[src/rtl/mult_arbiter.sv]
// mult_arbiter: shares one sequential signed multiplier core between NREQ
// requesters. A round-robin arbiter picks one request. The block then loads
// the core, waits out its fixed latency and returns the product. The product
// is tagged with the ID of the requester that owns it.
module mult_arbiter #(
    parameter int WIDTH       = 32,
    parameter int NREQ        = 4,
    parameter int MULT_CYCLES = 17,
    localparam int IDW        = $clog2(NREQ)
) (
    input  logic                    clk,
    input  logic                    rst,
    input  logic [NREQ-1:0]         req_valid,
    output logic [NREQ-1:0]         req_ready,
    input  logic [NREQ*WIDTH-1:0]   req_a,
    input  logic [NREQ*WIDTH-1:0]   req_b,
    output logic                    resp_valid,
    input  logic                    resp_ready,
    output logic [IDW-1:0]          resp_id,
    output logic [2*WIDTH-1:0]      resp_data,
    output logic                    busy,
    output logic                    mult_en,
    output logic                    mult_load,
    output logic [WIDTH-1:0]        mult_a,
    output logic [WIDTH-1:0]        mult_b,
    input  logic [2*WIDTH-1:0]      mult_out
);

    localparam int CW = $clog2(MULT_CYCLES + 1);

    typedef enum logic [1:0] {
        IDLE = 2'd0,
        LOAD = 2'd1,
        BUSY = 2'd2,
        DONE = 2'd3
    } state_t;

    state_t                  state;
    state_t                  state_next;
    logic [IDW-1:0]          rr_ptr;
    logic [CW-1:0]           cnt;
    logic [WIDTH-1:0]        op_a;
    logic [WIDTH-1:0]        op_b;
    logic [IDW-1:0]          cur_id;

    logic [NREQ-1:0]         grant;
    logic [IDW-1:0]          grant_id;
    logic                    grant_found;
    logic [IDW-1:0]          ptr_next;
    logic                    accept;
    int                      scan_idx;

    // Round-robin scan: first valid requester at or above rr_ptr, with wrap.
    // Grants are offered only while IDLE, so nothing is accepted mid-operation.
    always_comb begin
        grant       = '0;
        grant_id    = '0;
        grant_found = 1'b0;
        scan_idx    = 0;
        if (state == IDLE) begin
            for (int k = 0; k < NREQ; k++) begin
                scan_idx = (int'(rr_ptr) + k) % NREQ;
                if (!grant_found && req_valid[scan_idx]) begin
                    grant_found        = 1'b1;
                    grant[scan_idx]    = 1'b1;
                    grant_id           = IDW'(scan_idx);
                end
            end
        end
    end

    assign req_ready = grant;
    assign accept    = grant_found;
    assign ptr_next  = (grant_id == IDW'(NREQ - 1)) ? '0 : grant_id + 1'b1;

    // FSM state register.
    always_ff @(posedge clk or posedge rst) begin
        if (rst) begin
            state <= IDLE;
        end else begin
            state <= state_next;
        end
    end

    // Next-state and core control decode.
    always_comb begin
        state_next = state;
        mult_en    = 1'b0;
        mult_load  = 1'b0;
        case (state)
            IDLE: begin
                if (accept) begin
                    state_next = LOAD;
                end
            end
            LOAD: begin
                mult_en    = 1'b1;
                mult_load  = 1'b1;
                state_next = BUSY;
            end
            BUSY: begin
                mult_en = 1'b1;
                if (cnt == '0) begin
                    state_next = DONE;
                end
            end
            DONE: begin
                if (resp_ready) begin
                    state_next = IDLE;
                end
            end
            default: begin
                state_next = IDLE;
            end
        endcase
    end

    // Operand capture, round-robin pointer, latency counter and result register.
    always_ff @(posedge clk or posedge rst) begin
        if (rst) begin
            rr_ptr    <= '0;
            cnt       <= '0;
            op_a      <= '0;
            op_b      <= '0;
            cur_id    <= '0;
            resp_data <= '0;
            resp_id   <= '0;
        end else begin
            if (accept) begin
                op_a   <= req_a[int'(grant_id) * WIDTH +: WIDTH];
                op_b   <= req_b[int'(grant_id) * WIDTH +: WIDTH];
                cur_id <= grant_id;
                rr_ptr <= ptr_next;
            end
            if (state == LOAD) begin
                cnt <= CW'(MULT_CYCLES - 1);
            end else if (state == BUSY && cnt != '0) begin
                cnt <= cnt - 1'b1;
            end
            if (state == BUSY && cnt == '0) begin
                resp_data <= mult_out;
                resp_id   <= cur_id;
            end
        end
    end

    assign resp_valid = (state == DONE);
    assign busy       = (state != IDLE);
    assign mult_a     = op_a;
    assign mult_b     = op_b;

endmodule

[config.mk]
export PLATFORM = sky130hd
export DESIGN_NAME = mult_arbiter
export DESIGN_NICKNAME = d
export VERILOG_FILES = /design/src/rtl/mult_arbiter.sv
export SDC_FILE = /design/constraint.sdc
export NUM_CORES = 1
export LEC_CHECK = 0
export ABC_AREA = 1
export BUFFER_PORTS_ARGS = -buffer_cell sky130_fd_sc_hd__buf_2
export CORE_AREA = 2 2 180 182
export CTS_BUF_LIST = sky130_fd_sc_hd__clkbuf_4 sky130_fd_sc_hd__clkbuf_8
export DETAILED_ROUTE_END_ITERATION = 8
export DIE_AREA = 0 0 182 184
export HOLD_SLACK_MARGIN = 0.05
export SLEW_MARGIN = 20
export SYNTH_ARGS = -nofsm -noshare
export SYNTH_HDL_FRONTEND = slang
export SYNTH_SLANG_ARGS = --single-unit
[constraint.sdc]
create_clock -name clk -period 5.95 [get_ports clk]
set_input_delay 0.595 -clock clk [delete_from_list [all_inputs] [get_ports clk]]
set_output_delay 0.595 -clock clk [all_outputs]
set_load 0.02 [all_outputs]
Word-level counts from Yosys, hierarchy flattened
Cells that the tools add are included.
{ "word_totals": {"regBits": 141, "latch_bits": 0, "ram_bits": 0, "romBits": 0, "inputBits": 327, "output_inout_bits": 138, "elab_cells": 107, "n_memories": 0} }
{ "classes": {"n_addsub": 5, "n_mul": 0, "div_mod_pow": 0, "magnitude_cmp": 8, "eq_ne": 7, "n_shift": 2, "mux": 49, "bitwise": 6, "reduce_logical": 22} }
{ "op_table": {"columns": ["operator", "count"], "rows": [
  ["$shiftx A128 B8 Y32", 2],
  ["$mux W4", 8],
  ["$mux W1", 21],
  ["$mux W2", 9],
  ["$lt A3 B4 Y1 const B", 3],
  ["$or A4 B4 Y4", 3],
  ["$mux W5", 2],
  ["$ge A3 B1 Y1 const B", 3],
  ["$logic_and A1 B1 Y1", 9],
  ["$bmux W1 S2", 4],
  ["$demux W1 S2", 4],
  ["$pmux W2 S4", 1],
  ["$reduce_or A2 Y1", 4],
  ["$eq A2 B2 Y1 const B", 3],
  ["$logic_not A5 Y1", 1],
  ["$reduce_bool A5 Y1", 1],
  ["$sub A5 B1 Y5 const B", 1],
  ["$add A2 B1 Y2 const B", 2],
  ["$add A2 B2 Y2 const B", 2],
  ["$ne A2 B1 Y1 const B", 2],
  ["$reduce_bool A2 Y1", 2],
  ["$and A1 B1 Y1 const A", 3],
  ["$logic_not A1 Y1", 3],
  ["$lt A2 B3 Y1 const B", 1],
  ["other kinds (5)", 5]
]} }

Longest topological paths before layout
{ "depth": {"depth_word": 19, "depth_mapped": 15, "depth_no_buf": 13} }

Worst setup path before layout
Ideal clock, no wire load.
{ "synth_timing": {"path_type": "reg2out", "startpoint": "register rr_ptr[1]", "endpoint": "output port req_ready[0]", "arrival_ps": 1854, "t_required_ps": 5355, "setup_slack_ps": 3501, "path_stages_with_launch": 13, "path_buffers": 0, "cell_sequence": "dfrtp_1 > inv_1 > ha_1 > inv_1 > nand3_1 > nand2_2 > nor2_4 > inv_1 > o21ai_0 > a31oi_1 > o21ai_0 > nand2_1 > inv_1"} }
{ "synth_via": {"elab_chain_cells": 16, "word_cells_on_any_way": 63, "cone_classes": "3 x add/sub; 8 x order compare; 33 x mux; 6 x bitwise; 13 x reduce/logical"} }
{ "synth_lines": {"columns": ["item", "line", "rtl"], "rows": [
  ["start, declared", "40", "logic [IDW-1:0] rr_ptr;"],
  ["start signal, assigned", "133", "rr_ptr <= ptr_next;"],
  ["$add A2 B1 Y2 / $bmux W1 S2 (equally long branches)", "62, 63", null],
  ["$reduce_or A2 Y1 (no source line) / $mux W1 (equally long branches)", null, null],
  ["$and A1 B1 Y1 (no source line) / $mux W1 (equally long branches)", null, null],
  ["$lt A3 B4 Y1 (not written as such), or another cell as far along", "65", "grant[scan_idx] = 1'b1;"],
  ["$logic_and A1 B1 Y1 (not written as such) / $logic_not A1 Y1 (equally long branches)", "65, 63", null],
  ["$mux W1 (not written as such) / $logic_and A1 B1 Y1 (equally long branches)", "65, 63", null],
  ["$demux W1 S2 / $mux W1 (equally long branches)", "65, 63", null],
  ["$or A4 B4 Y4 (no source line) / $mux W1 (equally long branches)", null, null],
  ["$mux W4 / $logic_not A1 Y1 (equally long branches)", "63", "if (!grant_found && req_valid[scan_idx]) begin"],
  ["$mux W4 / $logic_and A1 B1 Y1 (equally long branches)", "60, 63", null],
  ["$or A4 B4 Y4 (no source line) / $mux W1 (equally long branches)", null, null],
  ["$mux W4 / $mux W1 (equally long branches)", "63, 60", null],
  ["$mux W4 / $logic_not A1 Y1 (equally long branches)", "60, 63", null],
  ["$or A4 B4 Y4 (no source line) / $logic_and A1 B1 Y1 (equally long branches)", null, null],
  ["$mux W4 *", "63", null],
  ["$mux W4 *", "60", "if (state == IDLE) begin"],
  ["end, declared", "14", "output logic [NREQ-1:0] req_ready,"]
]} }
Every way passes the cells marked *; elsewhere a longest branch is shown, timed or not. The select of a mux whose other input is x is not followed.

Final worst setup path
{ "layout_timing": {"startpoint": "register rr_ptr[0]", "endpoint": "register op_a[25] (netlist: mult_a[25])"} }
{ "layout_via": {"elab_chain_cells": 17, "word_cells_on_any_way": 34, "cone_classes": "3 x add/sub; 1 x shift; 24 x mux; 6 x reduce/logical"} }
{ "layout_lines": {"columns": ["item", "line", "rtl"], "rows": [
  ["parallel branches: the longest is 17 deep, another holds $add A2 B1 Y2", null, null],
  ["end signal, assigned", "130", "op_a <= req_a[int'(grant_id) * WIDTH +: WIDTH];"],
  ["end, declared", "42", "logic [WIDTH-1:0] op_a;"]
]} }
Several ways; the timed one is not identified. The select of a mux whose other input is x is not followed.
A chain may end at the register's enable or synchronous reset.

==> impl_metrics.env <==
export IMPL_status="finished, final reports clean"
export IMPL_htreeDepth=4
export IMPL_worstSetupEndpointType="flip-flop"
export IMPL_drtPass1Iterations=5
export IMPL_routed_wl_um=32900
export IMPL_fin_skew_ps=21.6
export IMPL_synth_distinct_cells=28
export IMPL_place_gp_congestion=0.830
export IMPL_timing_max_cap_violations=0
export IMPL_ys_warnings_count=0
export IMPL_cts_setup_buffers=0
export IMPL_hpwl_um=23900
export IMPL_io_buffers=464
export IMPL_pre_cts_ws_ps=2360
export IMPL_crit_path_start="rr_ptr[0]$_DFFE_PP0P_"
export IMPL_finalMaxSlewViolations=0
export IMPL_grt_max_degree=86
export IMPL_syn_avg_cell_area_um2=7.58
export IMPL_layout_drive_gt1_share=0.376
export IMPL_path_cells="inv_2, ha_1, inv_1, nand3_1, nand2_2, inv_2, nor2_4, nand2_1, nand3_1, a21oi_4, buf_4, nand3_1, nand3_1"
export IMPL_crit_required_ps=6330
export IMPL_r2r_end="mult_a[25]$_DFFE_PP0P_"
export IMPL_leakagePower_nw=6.60
export IMPL_critical_path_max_stage_delay_ps=810
export IMPL_final_core_util=0.370
export IMPL_post_cts_resized=0
export IMPL_hold_class="in2async"
export IMPL_syn_cell_area_um2=8720
export IMPL_nFillCells=3410
export IMPL_cts_buffers=17
export IMPL_crit_fanout=33
export IMPL_syn2layout_area_growth_pct=33.2
export IMPL_rsz0062_at_grt="no"
export IMPL_totalNegativeSetupSlack_ps=0
export IMPL_critPathLaunchType="flip-flop"
export IMPL_clk_path_buf_depth=2
export IMPL_r2r_slack_ps=2360
export IMPL_die_x_um=182
export IMPL_cp_common_cell="nand3_1"
export IMPL_grt_pass1_wl_um=49400
export IMPL_die_area_um2=33500
export IMPL_finalHoldViolations=0
export IMPL_insertion_delay_ps=460
export IMPL_die_h_um=184
export IMPL_syn_num_nets=1492
export IMPL_finalWorstSetupSlack_ps=2360
export IMPL_crit_slowest_cell="a21oi_4"
export IMPL_clk_pin_slew_worst_paths_ps=100
export IMPL_io_pins=465
export IMPL_cts_tree="built"
export IMPL_antenna_found_initial=3
export IMPL_hold_ws_ps=248
export IMPL_worst_ep_arrival_time_ps=3970
export IMPL_via_per_inst=4.74
export IMPL_gr_total_overflow=0
export IMPL_post_route_min_period_ps=3590
export IMPL_clock_sinks=141
export IMPL_holdBufCountCts=0
export IMPL_clockRootBuffer="clkbuf_8"
export IMPL_initial_core_util=0.278
export IMPL_setup_violations=0
export IMPL_worstMarginPinSlew_ps=1020
export IMPL_vias=9364
export IMPL_max_slew_margin_rel=0.321
export IMPL_max_freq_mhz=279
export IMPL_rr_worst_depth=13
export IMPL_drc=0
export IMPL_grt_pass1_vias=8991
export IMPL_grt_use_total=0.189
export IMPL_power_per_cell_area_nw_per_um2=564
export IMPL_worstSetupPathType="reg2reg"
export IMPL_yosysSeqAreaShare=0.405
export IMPL_r2r_start="rr_ptr[0]$_DFFE_PP0P_"
export IMPL_drt_initial_drc_count=466
export IMPL_wl_per_cell_um=16.7
export IMPL_num_nets_final=1900
export IMPL_fin_total_pwr_w=0.00655
export IMPL_row_count=65
export IMPL_drtAntennaViolNets=0
export IMPL_min_period_over_period=0.603
export IMPL_vdd_drop_max_mv=0.345
export IMPL_coreArea_um2=31400
export IMPL_synth_cells=1151
export IMPL_synth_seq_cells=141
-- routing by layer --
layer,vias to the layer above,part of all wire,global-route usage
li1,4561,-,-
met1,4395,0.41,0.228
met2,380,0.51,0.334
met3,26,0.069,0.0450
met4,2,0.017,0.0568
met5,-,0.00040,0
-- synth_stat cells --
cell type / count / area share
o211ai_1: 2 / 0.0017
nand3_1: 139 / 0.080
buf_6: 7 / 0.0090
buf_2: 36 / 0.021
buf_4: 18 / 0.015
clkbuf_1: 12 / 0.0052
nand2_4: 1 / 0.0013
a211oi_1: 1 / 0.00086
a22oi_1: 2 / 0.0017
inv_2: 4 / 0.0017
a21oi_2: 1 / 0.0010
buf_1: 12 / 0.0052
nor3_1: 2 / 0.0011
nand2_2: 3 / 0.0022
mux2_2: 64 / 0.083
nor2_1: 9 / 0.0039
dfrtp_1: 141 / 0.40
o22ai_1: 1 / 0.00072
a21oi_1: 8 / 0.0046
nand4_4: 1 / 0.0024
o21ai_0: 13 / 0.0075
ha_1: 14 / 0.020
nand3_2: 4 / 0.0046
nand2_1: 357 / 0.15
a31oi_1: 3 / 0.0022
inv_1: 165 / 0.071
nor2_4: 2 / 0.0026
nand4_1: 129 / 0.093
-- cell families after synthesis --
| group | Yosys count | share of synthesized area |
|---|---|---|
| buffers and inverters | 254 | 0.128 |
| adder cells (fa/ha/maj) | 14 | 0.0201 |
| AO/OA/AOI/OAI | 31 | 0.0202 |
| multiplexers | 64 | 0.0827 |
| AND/OR/NAND/NOR | 647 | 0.344 |
| flip-flops | 141 | 0.405 |
-- critical path: cells and delay by family, from the launching register on --
family                     cells  cell delay, ps
buffers and inverters          4             880
AOI/OAI and AO/OA              1             810
DFF                            1             700
and+or+nand+nor                7             670
adders and majority gates      1             410
-- sequential cells by signal (all words and copies together), names as in the netlist --
signal,flops
cnt,5
cur_id,2
mult_a,32
mult_b,32
resp_data,64
resp_id,2
rr_ptr,2
state,2
-- report_power, final --
group          switching, W  internal, W
sequential         0.000290      0.00146
combinational       0.00275      0.00124
clock              0.000464     0.000353
-- cell usage in the layout, fill, tap and decap left out, drive strengths merged --
| cell type | count |
|---|---|
| ha | 14 |
| a22oi | 2 |
| dfrtp | 141 |
| inv | 177 |
| o211ai | 2 |
| nand3 | 143 |
| diode | 2 |
| bufinv | 1 |
| buf | 474 |
| a31oi | 3 |
| o21ai | 13 |
| nand4 | 130 |
| a211oi | 1 |
| clkinvlp | 1 |
| o22ai | 1 |
| nor2 | 11 |
| clkinv | 5 |
| nor3 | 2 |
| nand2 | 361 |
| mux2 | 64 |
| clkbuf | 17 |
| a21oi | 9 |
-- worst max-delay path by stage --
| stage | endpoint | depth (start not counted) |
|---|---|---|
| after floorplan | cnt[0]$_DFFE_PP0P_ | 1 |
| after global placement | mult_b[5]$_DFFE_PP0P_ | 14 |
| after detailed placement | mult_a[10]$_DFFE_PP0P_ | 13 |
| after CTS | mult_a[25]$_DFFE_PP0P_ | 13 |
| after global routing | mult_a[25]$_DFFE_PP0P_ | 13 |
| final | mult_a[25]$_DFFE_PP0P_ | 13 |
-- through the flow --
| stage | std cells | area (µm²) |
|---|---|---|
| final | 1976 | 11600 |
| after global routing | 1976 | 11600 |
| after CTS | 1974 | 11600 |
| after detailed placement | 1942 | 11200 |
| after global placement | 1942 | 11200 |
| after floorplan | 1151 | 8720 |
-- area by class of cell --
| class | instances | area (µm²) | area share |
|---|---|---|---|
| diodes | 2 | 5.00 | 0.000431 |
| clock buffers | 17 | 234 | 0.0201 |
| clock inverters | 15 | 171 | 0.0148 |
| inverters | 169 | 639 | 0.0550 |
| multi-input cells | 756 | 4130 | 0.355 |
| flip-flops and latches | 141 | 3530 | 0.304 |
| well taps | 402 | 503 | 0.0433 |
| repair buffers | 474 | 2410 | 0.207 |
Note: power is estimated with default switching activity, not from simulation.
